$ cat src/rtl/riscv_pkg.sv
// Shared encodings for the control sequencer: opcode/funct fields, ALU control and sequencer states.
package riscv_pkg;

    localparam logic [6:0] OPC_OP_IMM = 7'b0010011;
    localparam logic [6:0] OPC_OP     = 7'b0110011;
    localparam logic [6:0] OPC_BRANCH = 7'b1100011;

    localparam logic [2:0] F3_ADD = 3'b000;
    localparam logic [2:0] F3_BEQ = 3'b000;
    localparam logic [2:0] F3_BNE = 3'b001;

    localparam logic [6:0] F7_ADD = 7'b0000000;
    localparam logic [6:0] F7_SUB = 7'b0100000;

    localparam logic [31:0] NOP_INSN = 32'h0000_0013;

    typedef enum logic [2:0] {
        ALU_ADD = 3'b000,
        ALU_SUB = 3'b001
    } alu_ctrl_e;

    typedef enum logic [1:0] {
        FETCH = 2'd0,
        EXEC  = 2'd1,
        TRAP  = 2'd2
    } seq_state_e;

endpackage

$ cat src/rtl/instr_decoder.sv
// Purely combinational decode of one instruction word into datapath controls.
module instr_decoder
    import riscv_pkg::*;
#(
    parameter int XLEN = 32
) (
    input  logic [XLEN-1:0] ir,
    output logic [4:0]      ad1,
    output logic [4:0]      ad2,
    output logic [4:0]      ad3,
    output logic            wen,
    output logic            aluSrc,
    output alu_ctrl_e       aluCTR,
    output logic [XLEN-1:0] immOp,
    output logic            isBranch,
    output logic            brNe,
    output logic            legal
);

    logic [6:0]      opcode;
    logic [2:0]      funct3;
    logic [6:0]      funct7;
    logic            rdNonZero;
    logic [XLEN-1:0] immI;
    logic [XLEN-1:0] immB;

    assign opcode    = ir[6:0];
    assign funct3    = ir[14:12];
    assign funct7    = ir[31:25];
    assign ad1       = ir[19:15];
    assign ad2       = ir[24:20];
    assign ad3       = ir[11:7];
    assign rdNonZero = |ir[11:7];

    assign immI = {{(XLEN-12){ir[31]}}, ir[31:20]};
    assign immB = {{(XLEN-13){ir[31]}}, ir[31], ir[7], ir[30:25], ir[11:8], 1'b0};

    always_comb begin
        wen      = 1'b0;
        aluSrc   = 1'b0;
        aluCTR   = ALU_ADD;
        immOp    = '0;
        isBranch = 1'b0;
        brNe     = 1'b0;
        legal    = 1'b0;
        case (opcode)
            OPC_OP_IMM: begin
                if (funct3 == F3_ADD) begin
                    legal  = 1'b1;
                    wen    = rdNonZero;
                    aluSrc = 1'b1;
                    immOp  = immI;
                end
            end
            OPC_OP: begin
                if (funct3 == F3_ADD && (funct7 == F7_ADD || funct7 == F7_SUB)) begin
                    legal  = 1'b1;
                    wen    = rdNonZero;
                    aluCTR = (funct7 == F7_SUB) ? ALU_SUB : ALU_ADD;
                end
            end
            OPC_BRANCH: begin
                // Branch compare is done by the ALU as rs1-rs2; the datapath reports eq.
                if (funct3 == F3_BEQ || funct3 == F3_BNE) begin
                    legal    = 1'b1;
                    isBranch = 1'b1;
                    brNe     = (funct3 == F3_BNE);
                    aluCTR   = ALU_SUB;
                    immOp    = immB;
                end
            end
            default: ;
        endcase
    end

endmodule

$ cat src/rtl/control_sequencer.sv
// Multi-cycle fetch/execute sequencer: owns pc and IR, drives the register-file/ALU datapath controls.
module control_sequencer
    import riscv_pkg::*;
#(
    parameter int              XLEN     = 32,
    parameter logic [XLEN-1:0] RESET_PC = '0
) (
    input  logic            clk,
    input  logic            rst,
    output logic            imemReq,
    output logic [XLEN-1:0] imemAddr,
    input  logic            imemAck,
    input  logic [XLEN-1:0] imemData,
    output logic [4:0]      ad1,
    output logic [4:0]      ad2,
    output logic [4:0]      ad3,
    output logic            we3,
    output logic            aluSrc,
    output logic [2:0]      aluCTR,
    output logic [XLEN-1:0] immOp,
    input  logic            eq,
    output logic [XLEN-1:0] pc,
    output logic            illegal
);

    seq_state_e      stateReg, stateNext;
    logic [XLEN-1:0] pcReg, pcNext;
    logic [XLEN-1:0] irReg, irNext;
    logic            illegalReg, illegalNext;
    logic            reqEnReg;

    logic            decWen;
    logic            decAluSrc;
    alu_ctrl_e       decAluCtr;
    logic [XLEN-1:0] decImm;
    logic            decIsBranch;
    logic            decBrNe;
    logic            decLegal;

    logic            inExec;
    logic            brTaken;
    logic [XLEN-1:0] brTarget;
    logic [XLEN-1:0] seqPc;

    instr_decoder #(
        .XLEN(XLEN)
    ) u_decoder (
        .ir      (irReg),
        .ad1     (ad1),
        .ad2     (ad2),
        .ad3     (ad3),
        .wen     (decWen),
        .aluSrc  (decAluSrc),
        .aluCTR  (decAluCtr),
        .immOp   (decImm),
        .isBranch(decIsBranch),
        .brNe    (decBrNe),
        .legal   (decLegal)
    );

    assign brTaken  = decIsBranch & (decBrNe ? ~eq : eq);
    assign brTarget = pcReg + decImm;
    assign seqPc    = pcReg + XLEN'(4);

    // reqEnReg keeps imemReq low for the first cycle after reset so an
    // abandoned fetch's late ack cannot be mistaken for a new one.
    always_ff @(posedge clk) begin
        if (!rst) begin
            stateReg   <= FETCH;
            pcReg      <= RESET_PC;
            irReg      <= XLEN'(NOP_INSN);
            illegalReg <= 1'b0;
            reqEnReg   <= 1'b0;
        end else begin
            stateReg   <= stateNext;
            pcReg      <= pcNext;
            irReg      <= irNext;
            illegalReg <= illegalNext;
            reqEnReg   <= 1'b1;
        end
    end

    always_comb begin
        stateNext   = stateReg;
        pcNext      = pcReg;
        irNext      = irReg;
        illegalNext = illegalReg;
        imemReq     = 1'b0;
        we3         = 1'b0;
        case (stateReg)
            FETCH: begin
                imemReq = reqEnReg;
                if (reqEnReg && imemAck) begin
                    irNext    = imemData;
                    stateNext = EXEC;
                end
            end
            EXEC: begin
                if (!decLegal || (brTaken && brTarget[1:0] != 2'b00)) begin
                    illegalNext = 1'b1;
                    stateNext   = TRAP;
                end else begin
                    we3       = decWen;
                    pcNext    = brTaken ? brTarget : seqPc;
                    stateNext = FETCH;
                end
            end
            TRAP:    ;
            default: stateNext = TRAP;
        endcase
    end

    assign inExec   = (stateReg == EXEC);
    assign aluSrc   = inExec & decAluSrc;
    assign aluCTR   = inExec ? decAluCtr : ALU_ADD;
    assign immOp    = inExec ? decImm : '0;
    assign imemAddr = pcReg;
    assign pc       = pcReg;
    assign illegal  = illegalReg;

endmodule
$ cat config.mk
export PLATFORM = sky130hd
export DESIGN_NAME = control_sequencer
export DESIGN_NICKNAME = d
export VERILOG_FILES = /design/src/rtl/riscv_pkg.sv /design/src/rtl/instr_decoder.sv /design/src/rtl/control_sequencer.sv
export SDC_FILE = /design/constraint.sdc
export NUM_CORES = 1
export LEC_CHECK = 0
export ABC_AREA = 1
export CORE_MARGIN = 2
export CORE_UTILIZATION = 34
export DETAILED_ROUTE_END_ITERATION = 7
export PLACE_DENSITY = 0.59
export REMOVE_ABC_BUFFERS = 1
export SLEW_MARGIN = 20
export SYNTH_ARGS = -nofsm -noshare
export SYNTH_HDL_FRONTEND = slang
export SYNTH_HIERARCHICAL = 1
export SYNTH_SLANG_ARGS = --single-unit
$ cat constraint.sdc
create_clock -name clk -period 3.8 [get_ports clk]
set_input_delay 0.76 -clock clk [delete_from_list [all_inputs] [get_ports clk]]
set_output_delay 0.76 -clock clk [all_outputs]
set_load 0.05 [all_outputs]
==> results of run 1 <==
## power breakdown
part	switching (uW)	internal, uW
sequential	44.7	749
clock	358	512
combinational	293	165
total	696	1430
## per-layer routing
| metal | up-vias | GRT usage [%] | routed length, um |
|---|---|---|---|
| met2 | 210 | 34.3 | 9840 |
| met1 | 3265 | 28.5 | 10200 |
| met4 | 0 | 6.60 | 522 |
| met5 | - | 0 | 0 |
| met3 | 26 | 4.33 | 1300 |
| li1 | 3689 | - | - |
## cells in the final DEF, fill, tap and decap left out, drive strengths merged, types with 4 or more instances in the layout
cell,instances
nand2,245
nor2,187
inv,140
clkdlybuf4s50,129
o21ai,99
a21oi,76
nand3,74
dfxtp,68
buf,35
ha,32
nor3,21
nand4,12
nand3b,9
clkbuf,9
xor2,8
a31oi,7
or2,7
o21bai,6
xnor2,4
nor4,4
## sequential cells by signal (all words and copies together), names as in the netlist
signal    flops
imemAddr     32
stateReg      2
reqEnReg      1
illegal       1
irReg        32
## metrics by stage
stage	cells	total power (uW)	worst slack, ns	area [sq um]
floorplan	1017	1090	0.259	5960
CTS	1462	2150	0.381	8400
global route	1462	2220	0.166	8400
finish	1462	2120	0.392	8400
detailed placement	1446	1270	0.720	8090
global placement	1446	1270	0.784	8090
## path summary, 6_finish.rpt
kind | startpoint | to | slack (ns) | depth (start not counted)
min | irReg[1] | irReg[1] | 0.48 | 2
max | irReg[5] | we3 | 0.39 | 13
max reg2reg | irReg[0] | imemAddr[29] | 0.68 | 19
min reg2reg | irReg[1] | irReg[1] | 0.48 | 2
## worst max-delay path: stages, from the launching register on
cell	delay [ns]
dfxtp_1	0.35
inv_1	0.08
nor3_2	0.20
nand2_2	0.24
o21ai_2	0.23
inv_1	0.09
fa_1	0.50
nand2_1	0.05
nand2_1	0.05
nand2_1	0.07
inv_1	0.08
nand2_1	0.05
nor2_1	0.09
buf_4	0.21
## cells by family (layout without fill, tap and decap cells)
| kind of cell | after synthesis | after routing | synth area share (%) |
|---|---|---|---|
| buffers and inverters | 239 | 319 | 18.0 |
| AOI/OAI and AO/OA | 199 | 199 | 16.4 |
| and+or+nand+nor | 564 | 564 | 37.1 |
| other | 1 | 2 | 0.0566 |
| DFF | 68 | 68 | 20.5 |
| xor gates and xnor gates | 12 | 12 | 1.59 |
| adders and majority gates | 33 | 33 | 6.35 |
## final cells by class
| class | instances | area [sq um] | area share, % |
|---|---|---|---|
| clock buffers | 9 | 225 | 2.68 |
| clock inverters | 7 | 76.3 | 0.909 |
| inverters | 139 | 522 | 6.21 |
| multi-input cells | 810 | 4080 | 48.6 |
| flip-flops and latches | 68 | 1360 | 16.2 |
| well taps | 265 | 332 | 3.95 |
| repair buffers | 164 | 1800 | 21.5 |
==> qor.csv, run 1 <==
metric,value,unit
Area Overhead vs Synth,26.7,%
most common cell in the netlist,nand2_1,
share of layout cells above drive strength 1,8.35,%
Final min period,3.41,ns
synth unique cells,42,
post-synth top area cell,dfxtp_1,
synthesized flop and latch total,68,
Clock Latency Late Sink,0.34,ns
Final Hold Fails,0,
CP required,3.04,ns
PD cells,253,nW/um^2
Leak,0.00352,uW
CTS tree,done,
fin nets,1261,
n_diodes,0,
main flop type after synthesis,dfxtp_1,
Critical Path AT,2.65,ns
max-slew violation count,0,
Synth top cells by count,"nand2_1 (235), nor2_1 (177), inv_1 (131), o21ai_0 (85), a21oi_1 (76)",
routed wire length,21800,um
Post-CTS Hold Buffers,0,
RSZ-0062 raised after global routing,false,
DP HPWL,17300,um
FILL cells,2104,
Core Box Area,19300,sq um
row count,51,
synthesized cell area,6630,sq um
Layout Skew,0.00872,ns
Final ANT Viol Nets,0,
Max Freq,0.293,GHz
Vias/cell,4.92,
startpoint types,flip-flop,
CTS buffer count,9,
CTS max path bufs,2,
Final setup viols,0,
yosys warns,6,
Die Wd,144,um
synthesized area per cell,5.94,sq um
clock slew at reported path FFs,0.06,ns
critical path type,reg2out,
fin util,43.6,%
first-pass detailed-route iteration total,5,
Clock Tree Root,clkbuf_16,
Ports,154,
routed len/inst,14.9,um
residual overflow from global routing,0,
CTS H-Tree Depth,3,
slew margin rel.,32.5,%
Worst VDD drop,0.212,mV
Initial Util,34.4,%
Min-Delay Path Class,reg2reg,
largest net degree at the start of global routing,34,
setup bufs post-CTS,0,
Worst Tran Pin Value,1.01,ns
starting DRC count in detailed routing,404,
vias in the first global route,6601,
all-layer global routing usage,21.3,%
share of the yosys chip area belonging to registers,20.5,%
Die Span Y,144,um
run status,"finished, final reports clean",
Post-synth EDFFs,0,
post_cts resized,0,
Min Hold Slack,0.477,ns
clock tree sinks,68,
RePlAce Congestion,0.920,
drc violations,0,
Max-Cap Viols,0,
Vias,7190,
Syn Inst Count,1116,
crit-path max FO,12,
top cell type's share of synthesized area,20.5,%
initial antenna violation count,0,
Port Buffers,151,
Final period util,89.7,%
main area contributors after synthesis,"dfxtp_1 (21%), nand2_1 (13%), nor2_1 (10%)",
"FFs w/ async S/R, synth",0,%
Setup crit end kind,output port,
die area,20600,sq um
first-pass GRT wire length,34500,um
Setup TNS Final,0,ns
(Power assumes the default switching activity.)
==> run 2, diff against run 1 <==
--- a/config.mk
+++ b/config.mk
@@ -10,7 +10,6 @@
 export CORE_UTILIZATION = 34
 export DETAILED_ROUTE_END_ITERATION = 7
 export PLACE_DENSITY = 0.59
-export REMOVE_ABC_BUFFERS = 1
 export SLEW_MARGIN = 20
 export SYNTH_ARGS = -nofsm -noshare
 export SYNTH_HDL_FRONTEND = slang
==> run 2 against run 1 <==
  * Cell count shrank 0.14%
  * Critical endpoint is now immOp[26]
  * Highest routed layer unchanged
  * Clock power grew 9.4%
  * Clock-buffer cell count is the same
==> qor.csv, run 2 (synthesis results as in run 1) <==
metric,value,unit,change
Die Span Y,144,um,unchanged
Leak,0.00343,uW,-2.6%
DP HPWL,17700,um,+2.3%
Setup TNS Final,0,ns,unchanged
startpoint types,flip-flop,,
PD cells,268,nW/um^2,+6.1%
crit-path max FO,32,,+20
routed len/inst,15.5,um,+4.0%
critical path type,reg2out,,
Min-Delay Path Class,reg2reg,,
most frequent cells in the layout,"nand2_1 (235), nor2_1 (177), clkdlybuf4s50_1 (149), inv_1 (131), o21ai_0 (85)",,
Critical Path AT,2.78,ns,+0.13 ns
all-layer global routing usage,22.2,%,+0.93 points
max-slew violation count,0,,unchanged
initial antenna violation count,0,,unchanged
Max-Cap Viols,0,,unchanged
Layout Skew,0.0184,ns,+0.00968 ns
Vias,7228,,+0.53%
largest net degree at the start of global routing,43,,+26%
die area,20600,sq um,unchanged
first-pass GRT wire length,35000,um,+1.5%
Final setup viols,0,,unchanged
Clock Latency Late Sink,0.36,ns,+0.02 ns
Vias/cell,4.95,,+0.67%
CTS buffer count,9,,unchanged
clock slew at reported path FFs,0.05,ns,about the same
Port Buffers,151,,unchanged
Worst Tran Pin Value,0.977,ns,-0.0338 ns
FILL cells,2138,,+1.6%
RePlAce Congestion,0.966,,+5.0%
starting DRC count in detailed routing,531,,+31%
share of layout cells above drive strength 1,6.53,%,-1.8 points
row count,51,,unchanged
Max Freq,0.282,GHz,-3.8%
Post-CTS Hold Buffers,0,,unchanged
setup bufs post-CTS,0,,unchanged
CTS max path bufs,2,,unchanged
CTS tree,done,,
Non-Filler Instances,1460,,-0.14%
fin nets,1259,,-0.16%
Clock Tree Root,clkbuf_16,,
Final min period,3.54,ns,+0.135 ns
Final period util,93.2,%,+3.5 points
clock tree sinks,68,,unchanged
n_diodes,0,,unchanged
Seq. cell area,1360,sq um,unchanged
drc violations,0,,unchanged
WHS Path Cells,2,,unchanged
Core Box Area,19300,sq um,unchanged
Worst VDD drop,0.212,mV,+0.13%
slew margin rel.,34.8,%,+2.3 points
Ports,154,,unchanged
CTS H-Tree Depth,3,,unchanged
run status,"finished, final reports clean",,
residual overflow from global routing,0,,unchanged
routed wire length,22700,um,+3.9%
reg2reg path depth,15,,-4
Area Overhead vs Synth,23.9,%,
RSZ-0062 raised after global routing,false,,
post_cts resized,0,,unchanged
Final Hold Fails,0,,unchanged
first-pass detailed-route iteration total,5,,unchanged
CP required,3.04,ns,about the same
Setup crit end kind,output port,,
"most common cell after layout, fill and taps aside",nand2_1,,
vias in the first global route,6678,,+1.2%
area of the multi-input gates,4090,sq um,+0.18%
Final ANT Viol Nets,0,,unchanged
Inst Count DP,1444,,-0.14%
Initial Util,34.4,%,unchanged
Die Wd,144,um,unchanged
-- run 2: cell types whose count changed in the layout (fill, tap and decap cells not counted), sizes merged --
cell           previous run  this run
buf                      35        13
bufinv                    1         2
clkdlybuf4s50           129       149
clkinv                    3         2
clkinvlp                  2         1
inv                     140       141
-- run 2: per-stage QoR --
step	power (uW)	instance area (sq um)	hold WS (ns)	utilization, %	worst slack (ns)
final	2200	8210	0.474	42.6	0.257
after global routing	2290	8210	0.506	42.6	0.0211
after CTS	2220	8210	0.478	42.6	0.252
after detailed placement	1270	7890	0.464	40.9	0.624
after global placement	1270	7890	0.461	40.9	0.666
after floorplan	1150	6630	0.442	-	0.602
-- run 2: layout make-up --
type | count | share of cell area (%)
Clock inverter | 7 | 1.20
Tap cell | 265 | 4.04
Multi-Input combinational cell | 810 | 49.8
Inverter | 139 | 6.35
Clock buffer | 9 | 2.74
Timing Repair Buffer | 162 | 19.3
Sequential cell | 68 | 16.6
-- run 2: worst max-delay path, stage by stage, from the launching register on --
cell             delay (ns)
dfxtp_1                0.34
inv_1                  0.08
nor3_2                 0.21
nand2_2                0.25
o21ai_4                0.19
buf_4                  0.37
inv_1                  0.08
nor2_1                 0.10
clkdlybuf4s50_1        0.81
-- run 2: where the power goes --
group	total [uW]	leakage, uW	internal [uW]	switching [uW]
combinational	455	0.00272	162	294
clock	952	0.000156	580	372
sequential	795	0.000555	749	46.5
-- run 2: path summary, 6_finish.rpt --
kind,to,start,slack (ns)
hold reg to reg,irReg[1],irReg[1],0.47
setup / recovery,immOp[26],irReg[5],0.26
hold / removal,irReg[1],irReg[1],0.47
setup reg to reg,imemAddr[28],irReg[5],0.56
-- run 2: routing by layer --
metal | up-vias | share of wire, % | track usage, %
li1 | 3681 | - | -
met1 | 3214 | 44 | 28.4
met2 | 290 | 45 | 36.7
met3 | 43 | 7.1 | 4.07
met4 | 0 | 3.6 | 9.29
met5 | - | 0 | 0
==> run 3, diff against run 2 <==
--- a/config.mk
+++ b/config.mk
@@ -5,11 +5,10 @@
 export SDC_FILE = /design/constraint.sdc
 export NUM_CORES = 1
 export LEC_CHECK = 0
-export ABC_AREA = 1
 export CORE_MARGIN = 2
 export CORE_UTILIZATION = 34
 export DETAILED_ROUTE_END_ITERATION = 7
-export PLACE_DENSITY = 0.59
+export PLACE_DENSITY = 0.6
 export SLEW_MARGIN = 20
 export SYNTH_ARGS = -nofsm -noshare
 export SYNTH_HDL_FRONTEND = slang
==> run 3 against run 2 <==
  * Non-clock buffer count grew 11
  * Clock power grew 3.0%
  * Critical path depth grew 3
  * Largest cell class unchanged
  * Core utilization grew 3.1 points
  * Setup slack got worse by 0.085 ns
  * Synthesized area is 9.8% lower
  * Critical endpoint is now we3
  * Fmax fell by 2.3%
  * Largest power group unchanged
  * Flip-flop and latch count is the same
==> qor.csv, run 3 <==
metric,value,unit,change
run status,"finished, final reports clean",,
startpoint types,flip-flop,,
Setup crit end kind,output port,,
most frequent cells in the layout,"clkdlybuf4s50_1 (129), nand2_1 (104), a21oi_1 (65), dfxtp_1 (65), nor2_1 (41)",,
CTS buffer count,9,,unchanged
Final setup viols,0,,unchanged
first-pass detailed-route iteration total,5,,unchanged
Ports,154,,unchanged
synth unique cells,85,,+100%
Final period util,95.5,%,+2.2 points
Final min period,3.63,ns,+0.0846 ns
Post-synth EDFFs,0,,unchanged
"FFs w/ async S/R, synth",0,%,unchanged
main flop type after synthesis,dfxtp_1,,
main area contributors after synthesis,"dfxtp_1 (23%), buf_4 (8.7%), ha_1 (6.7%)",,
"most common cell after layout, fill and taps aside",clkdlybuf4s50_1,,
row count,48,,-5.9%
Final Hold Fails,0,,unchanged
share of the yosys chip area belonging to registers,22.8,%,+2.2 points
Max-Cap Viols,0,,unchanged
Die Span Y,137,um,-4.9%
fin util,45.7,%,+3.1 points
PD cells,261,nW/um^2,-2.6%
Leak,0.00296,uW,-14%
internal cell power,1500,uW,+0.95%
Layout Skew,0.00652,ns,-0.0119 ns
sw frac,26.8,%,-5.5 points
n_diodes,0,,unchanged
max-slew violation count,0,,unchanged
slew margin rel.,27.8,%,-7.0 points
post-synthesis compound-gate area fraction,25.5,%,+9.1 points
synthesized area per cell,7.50,sq um,+26%
fin nets,944,,-25%
Initial Util,34.7,%,+0.30 points
Area Overhead vs Synth,31.7,%,
Clock Tree Root,clkbuf_16,,
vias in the first global route,5459,,-18%
crit-path max FO,3,,-91%
XOR/XNOR Fraction of Synth Area,3.22,%,+1.6 points
starting DRC count in detailed routing,282,,-47%
share of layout cells above drive strength 1,12.0,%,+5.5 points
Syn Inst Count,797,,-29%
post-synth top area cell,dfxtp_1,,
CTS H-Tree Depth,3,,unchanged
Worst Tran Pin Value,1.08,ns,+0.104 ns
Die Wd,137,um,-4.9%
largest family of logic cells by synthesized area,simple AND/OR/NAND/NOR gates,,
adder-cell share of the synthesized area,7.03,%,+0.69 points
Final ANT Viol Nets,0,,unchanged
Vias/cell,5.32,,+7.5%
Clock Latency Late Sink,0.35,ns,about the same
combinational share of power,15.4,%,-5.3 points
top cell type's share of synthesized area,22.8,%,+2.2 points
Port Buffers,151,,unchanged
Flop pwr share,36.9,%,+0.8 points
clock tree sinks,68,,unchanged
die area,18700,sq um,-9.5%
CTS tree,done,,
drc violations,0,,unchanged
Core Box Area,17200,sq um,-11%
all-layer global routing usage,19.3,%,-2.9 points
yosys warns,6,,unchanged
Critical Path AT,2.87,ns,+0.09 ns
critical path type,reg2out,,
Psw,551,uW,-23%
RePlAce Congestion,0.878,,-9.1%
Min-Delay Path Class,reg2reg,,
Vias,5883,,-19%
Clock Power Share,47.7,%,+4.5 points
largest net degree at the start of global routing,42,,-2.3%
power after layout,2060,uW,-6.7%
initial antenna violation count,0,,unchanged
most common cell in the netlist,nand2_1,,
CP required,3.04,ns,about the same
post-synthesis simple-gate area fraction,28.5,%,-8.6 points
CTS max path bufs,2,,unchanged
synthesized cell area,5980,sq um,-9.8%
routed wire length,17900,um,-21%
Max Freq,0.276,GHz,-2.3%
Worst VDD drop,0.297,mV,+40%
routed len/inst,16.2,um,+3.9%
DP HPWL,13000,um,-27%
synthesized flop and latch total,68,,unchanged
mux contribution to synthesized area,0.356,%,+0.36 points
residual overflow from global routing,0,,unchanged
first-pass GRT wire length,28600,um,-18%
clock slew at reported path FFs,0.06,ns,about the same
Synth top cells by count,"nand2_1 (104), buf_4 (69), dfxtp_1 (68), a21oi_1 (66)",,
run 3: changes by cell type after synthesis, sizes merged, moves of 14 or more:
cell    delta
a21boi    +31
o21ai     -54
inv      -119
clkbuf    +14
nand2    -140
nand3     -40
nor2     -144
and2      +39
run 3: worst max-delay path: stages (launching register included):
cell and delay [ns]:
dfxtp_1 0.33, and4bb_2 0.31, and4b_1 0.23, and2_1 0.15, ha_2 0.20, inv_1 0.06
fa_1 0.47, nor2b_4 0.15, o21ai_2 0.08, nor3b_2 0.22, and2_4 0.19, buf_12 0.13
run 3: area by class of cell:
cell class / count / area, sq um
repair buffers: 173 / 1890
clock inverters: 6 / 111
inverters: 20 / 75.1
flip-flops and latches: 68 / 1370
well taps: 225 / 282
fillers: 1717 / 9370
multi-input cells: 603 / 3920
clock buffers: 10 / 229
run 3: path summary, 6_finish.rpt:
path,start,endpoint,slack (ns),cells past startpoint
max,irReg[2],we3,0.17,11
min,irReg[19],irReg[19],0.45,2
max reg2reg,irReg[12],imemAddr[30],0.24,13
min reg2reg,irReg[19],irReg[19],0.45,2
run 3: cells by family (layout without fill, tap and decap cells):
logic type,Yosys count,count (layout)
fa+ha+maj,33,33
mux,2,2
other cells,1,2
buf+inv,127,209
simple gates,316,316
xor+xnor,22,22
flops,68,68
compound gates,228,228
run 3: power groups by stage:
stage / Combinational (uW) / Clock (uW) / Sequential [uW]
after floorplan: 211 / 0 / 769
after global placement: 303 / 0 / 772
after detailed placement: 303 / 0 / 772
after CTS: 311 / 1000 / 758
after global routing: 343 / 1040 / 761
final: 317 / 981 / 758
run 3: per-stage QoR:
step | worst slack, ns | hold slack (ns) | instances | setup TNS (ns) | cell area (sq um)
after floorplan | 0.0368 | 0.437 | 798 | 0 | 5990
after global placement | 0.226 | 0.443 | 1083 | 0 | 7450
after detailed placement | 0.111 | 0.447 | 1083 | 0 | 7450
after CTS | 0.0103 | 0.454 | 1101 | 0 | 7820
after global routing | -0.00414 | 0.473 | 1105 | -0.00764 | 7870
final | 0.172 | 0.453 | 1105 | 0 | 7870
run 3: layer usage:
layer | GRT usage [%] | part of all wire, % | vias to the layer above
met5 | 0 | 0 | -
met4 | 4.40 | 1.5 | 0
met3 | 5.56 | 6.7 | 16
met2 | 31.2 | 47 | 196
met1 | 25.4 | 45 | 2727
li1 | - | - | 2944
run 3: repair_timing:
item | CTS | global route
hold buffers | 0 | 0
pin swaps | 1 | 3
setup buffers | 2 | 4
endpoints found under the setup margin | 1 | 10
resized for setup | 5 | 10
hold endpoints to repair | 0 | 0
